$ cat src/rtl/array_multiplier_nxn_if.sv
// ============================================================================
// Module   : array_multiplier_nxn_if
// Brief    : Operand/result bundle for the NxN unsigned array multiplier.
// Revision : 1.0 - initial release
// ============================================================================
`default_nettype none

interface array_multiplier_nxn_if #(
  parameter int N = 8
);
  logic           in_valid;
  logic [N-1:0]   A;
  logic [N-1:0]   B;
  logic [2*N-1:0] Prod;
  logic           out_valid;

  modport master (
    output in_valid, A, B,
    input  Prod, out_valid
  );

  modport slave (
    input  in_valid, A, B,
    output Prod, out_valid
  );
endinterface

`default_nettype wire

$ cat src/rtl/array_multiplier_nxn.sv
// ============================================================================
// Module   : array_multiplier_nxn
// Brief    : Unsigned NxN array multiplier (AND partial products reduced by
//            N-1 ripple-carry rows) with a registered 2N-bit product.
// Revision : 1.0 - initial release
// ============================================================================
`default_nettype none

module array_multiplier_nxn_ha (
  input  wire logic i_a,
  input  wire logic i_b,
  output logic      o_s,
  output logic      o_co
);
  assign o_s  = i_a ^ i_b;
  assign o_co = i_a & i_b;
endmodule

module array_multiplier_nxn_fa (
  input  wire logic i_a,
  input  wire logic i_b,
  input  wire logic i_ci,
  output logic      o_s,
  output logic      o_co
);
  assign o_s  = i_a ^ i_b ^ i_ci;
  assign o_co = (i_a & i_b) | (i_ci & (i_a ^ i_b));
endmodule

module array_multiplier_nxn #(
  parameter int N = 8
) (
  input  wire logic             clk,
  input  wire logic             rst,
  array_multiplier_nxn_if.slave bus
);
  logic [2*N-1:0] w_prod;
  logic [2*N-1:0] r_prod;
  logic           r_out_valid;

  // Row r holds the running sum shifted right by r: bit 0 is final product
  // bit r, bits N:1 are carried into the next row alongside pp[r+1].
  for (genvar r = 0; r < N; r++) begin : g_row
    logic [N-1:0] w_pp;
    logic [N:0]   w_acc;

    assign w_pp      = bus.A & {N{bus.B[r]}};
    assign w_prod[r] = w_acc[0];

    if (r == 0) begin : g_first
      assign w_acc = {1'b0, w_pp};
    end else begin : g_add
      for (genvar j = 0; j < N; j++) begin : g_bit
        logic w_s;
        logic w_co;

        assign w_acc[j] = w_s;

        if (j == 0) begin : g_ha
          array_multiplier_nxn_ha u_ha (
            .i_a  (g_row[r-1].w_acc[j+1]),
            .i_b  (w_pp[j]),
            .o_s  (w_s),
            .o_co (w_co)
          );
        end else begin : g_fa
          array_multiplier_nxn_fa u_fa (
            .i_a  (g_row[r-1].w_acc[j+1]),
            .i_b  (w_pp[j]),
            .i_ci (g_bit[j-1].w_co),
            .o_s  (w_s),
            .o_co (w_co)
          );
        end
      end
      assign w_acc[N] = g_bit[N-1].w_co;
    end
  end

  assign w_prod[2*N-1:N] = g_row[N-1].w_acc[N:1];

  always_ff @(posedge clk) begin
    if (rst) begin
      r_prod      <= '0;
      r_out_valid <= 1'b0;
    end else begin
      r_out_valid <= bus.in_valid;
      if (bus.in_valid) begin
        r_prod <= w_prod;
      end
    end
  end

  assign bus.Prod      = r_prod;
  assign bus.out_valid = r_out_valid;

endmodule

`default_nettype wire

$ cat src/flat_wrapper.sv
// flat-port wrapper written by rule: the top's interface ports become plain ports
module array_multiplier_nxn_flat 
#(
  parameter int N = 8
)
  (clk, rst, bus_in_valid, bus_A, bus_B, bus_Prod, bus_out_valid);
  array_multiplier_nxn_if #(.N(N)) bus_i ();
  input  wire logic clk;
  input  wire logic rst;
  input wire logic [$bits(bus_i.in_valid)-1:0] bus_in_valid;
  input wire logic [$bits(bus_i.A)-1:0] bus_A;
  input wire logic [$bits(bus_i.B)-1:0] bus_B;
  output wire logic [$bits(bus_i.Prod)-1:0] bus_Prod;
  output wire logic [$bits(bus_i.out_valid)-1:0] bus_out_valid;
  assign bus_i.in_valid = bus_in_valid;
  assign bus_i.A = bus_A;
  assign bus_i.B = bus_B;
  assign bus_Prod = bus_i.Prod;
  assign bus_out_valid = bus_i.out_valid;
  array_multiplier_nxn #(.N(N)) u_core (.clk(clk), .rst(rst), .bus(bus_i));
endmodule
$ cat config.mk
export PLATFORM = sky130hd
export DESIGN_NAME = array_multiplier_nxn_flat
export DESIGN_NICKNAME = d
export VERILOG_FILES = /design/src/rtl/array_multiplier_nxn_if.sv /design/src/rtl/array_multiplier_nxn.sv /design/src/flat_wrapper.sv
export SDC_FILE = /design/constraint.sdc
export NUM_CORES = 1
export LEC_CHECK = 0
export CORE_ASPECT_RATIO = 1.5
export CORE_MARGIN = 2
export CORE_UTILIZATION = 45
export CTS_CLUSTER_DIAMETER = 30
export DETAILED_ROUTE_END_ITERATION = 8
export HOLD_SLACK_MARGIN = 0.1
export PLACE_DENSITY = 0.68
export SYNTH_ARGS = -nofsm -noshare
export SYNTH_HDL_FRONTEND = slang
export SYNTH_SLANG_ARGS = --single-unit
export TNS_END_PERCENT = 30
$ cat constraint.sdc
create_clock -name clk -period 19.13 [get_ports clk]
set_input_delay 5.739 -clock clk [delete_from_list [all_inputs] [get_ports clk]]
set_output_delay 5.739 -clock clk [all_outputs]
set_load 0.01 [all_outputs]
==> run summary <==
Status: complete, no violations
Synth top area cells: fa_1, dfxtp_1, and2_1
Initial DRC Count: 23
Cell area after layout: 0.00254 sq mm
Flops & latches, synth: 17
Core area: 0.00454 sq mm
Worst Setup Path Type: in2reg
P per Cell Area: 122 mW/mm^2
TritonCTS Buffers: 3
Cell Count, Final, Fillers Out: 290
Hold crit path type: reg2reg
Mapped Nets: 267
Area leader, netlist: fa_1
Post-synthesis cell type count: 18
Reg clk slew, reported paths: 70 ps
Count of input and output buffers: 35
Vert. Die Dim: 88.2 um
Final worst-path cycle share: 79.6%
Initial Util: 46.8%
Via count: 1,368
Arr. time, crit path: 15,410 ps
Worst VDD drop: 62.0 uV
Die ar.: 0.00530 sq mm
ANT cells: 0
Setup repair bufs after CTS: 0
RSZ-0062 raised after global routing: no
Tightest Pin Transition: 1130 ps
Setup ws final: 3900 ps
Post_cts resized: 0
Syn Area/Cell: 11.1 sq um
Detail Route Antenna Nets: 0
Synthesis-to-finish area growth: 19.6%
Final Net Count: 302
H-tree levels: 1
Clock sinks: 17
Hold slack: 477 ps
Worst-path fanout max: 8
Syn. warnings: 0
Cell Rows: 30
Pins Over Slew Limit: 0
Gpl congestion: 0.732
Max Clk Rate: 65.6 MHz
Synth Instances: 192
First-pass DRT Iterations: 2
Final setup viols: 0
Gr ovfl total: 0
Final setup skew: 0 ps
Root buffer cell: clkbuf_8
Setup_tns: 0 ps
Max clock buf depth: 2
CTS tree: yes
Yosys top cell area share: 45.2%
CP Capture Type: register
Netlist area before placement: 0.00212 sq mm
Vias in the first global route: 1,471
Dpl ws: 3540 ps
Total power: 310 uW
GRT Util Overall: 15.3%
HPWL Detailed: 3100 um
Register area share after synthesis: 16.0%
Period minus WS final: 15,230 ps
Rel. slew slack: 24.4%
Vias/cell: 4.72
Fill cells: 430
Max Cap Viol: 0
CP Launch Type: input pin
Core Util, Final: 55.9%
Layout cells sized above 1: 4.87%
# hold bufs at CTS: 0
Boundary Pins: 36
Final hold violation count: 0
Clk_lat worst skew: 260 ps
Maximum number of pins on one net before global-route repair: 27
Antenna violations before repair: 0
Drt wl/cell: 11.7 um
WL final: 3380 um
DRC errors left: 0
Die width: 60.1 um
Placed insts: 286
Dpl cell area: 0.00249 sq mm
First-pass GRT wire length: 6150 um
LEAKAGE: 1.09 nW
Worst path required time: 19,310 ps
-- Yosys cell counts --
library cell,count
nand3_2,1
buf_2,1
a21oi_1,1
ha_1,8
dfxtp_1,17
buf_6,1
nor2_1,15
nand2b_1,1
inv_1,17
buf_12,2
buf_4,1
fa_1,48
nor2b_1,1
a211oi_1,2
nand2_1,17
a211oi_2,6
and2_1,46
mux2i_1,7
-- worst max-delay path, cell delays in order --
cell and delay [ps]:
clkdlybuf4s50_1 670, and2_1 190, ha_1 140, inv_1 40, fa_1 370, fa_1 490, inv_1 60, fa_1 430
fa_1 380, fa_1 390, fa_1 480, fa_1 450, fa_1 480, fa_1 450, fa_1 480, fa_1 440
fa_1 480, fa_1 450, fa_1 380, fa_1 380, fa_1 490, inv_1 60, fa_1 440, fa_1 390
fa_1 450, a211oi_2 210
-- placed cells by master (no fill, tap or decap), drive strengths merged --
| cell | n |
|---|---|
| inv | 17 |
| ha | 8 |
| mux2i | 7 |
| nor2 | 15 |
| fa | 48 |
| nand3 | 1 |
| clkbuf | 3 |
| and2 | 46 |
| nand2b | 1 |
| clkdlybuf4s50 | 35 |
| nand2 | 17 |
| nor2b | 1 |
| dfxtp | 17 |
| clkinvlp | 1 |
| a211oi | 8 |
| a21oi | 1 |
-- cells by family after synthesis --
family                   Yosys count  share of synthesized area, %
flip-flops                        17                          16.0
AND/OR/NAND/NOR                   81                          20.3
AO/OA/AOI/OAI                      9                          4.48
multiplexers                       7                          3.30
adder cells (fa/ha/maj)           56                          49.9
buffers and inverters             22                          6.01
-- path summary, 6_finish.rpt --
kind,cells after the start,endpoint,start,slack [ps]
hold / removal,2,u_core.bus.Prod[0]$_SDFFE_PP0P_,u_core.bus.Prod[0]$_SDFFE_PP0P_,480
setup / recovery,26,u_core.bus.Prod[14]$_SDFFE_PP0P_,bus_B[0],3900
hold reg to reg,2,u_core.bus.Prod[0]$_SDFFE_PP0P_,u_core.bus.Prod[0]$_SDFFE_PP0P_,480
setup reg to reg,2,u_core.bus.Prod[9]$_SDFFE_PP0P_,u_core.bus.Prod[9]$_SDFFE_PP0P_,18360
-- per-layer routing --
layer	wire length, um	track usage [%]	vias to the layer above
met4	59	5.45	0
li1	-	-	656
met3	63	1.77	5
met1	1210	16.1	688
met2	2050	29.9	19
met5	0	0	-
-- state kept, by name (all words and copies together), names as in the netlist --
register and cells:
u_core.bus.out_valid 1, u_core.bus.Prod 16
-- final cells by class --
cell class	count	area, sq um	share of cell area (%)
Multi-Input combinational cell	153	1660	65.2
Timing Repair Buffer	35	350	13.8
Sequential cell	17	340	13.4
Tap cell	64	80.1	3.15
Inverter	17	63.8	2.51
Clock buffer	3	41.3	1.63
Clock inverter	1	7.51	0.296
-- power breakdown --
| part | internal, mW | switching (mW) |
|---|---|---|
| Clock | 0.0147 | 0.0132 |
| Combinational | 0.115 | 0.117 |
| Sequential | 0.0454 | 0.00479 |
| Total | 0.176 | 0.135 |
(Power assumes the default switching activity.)
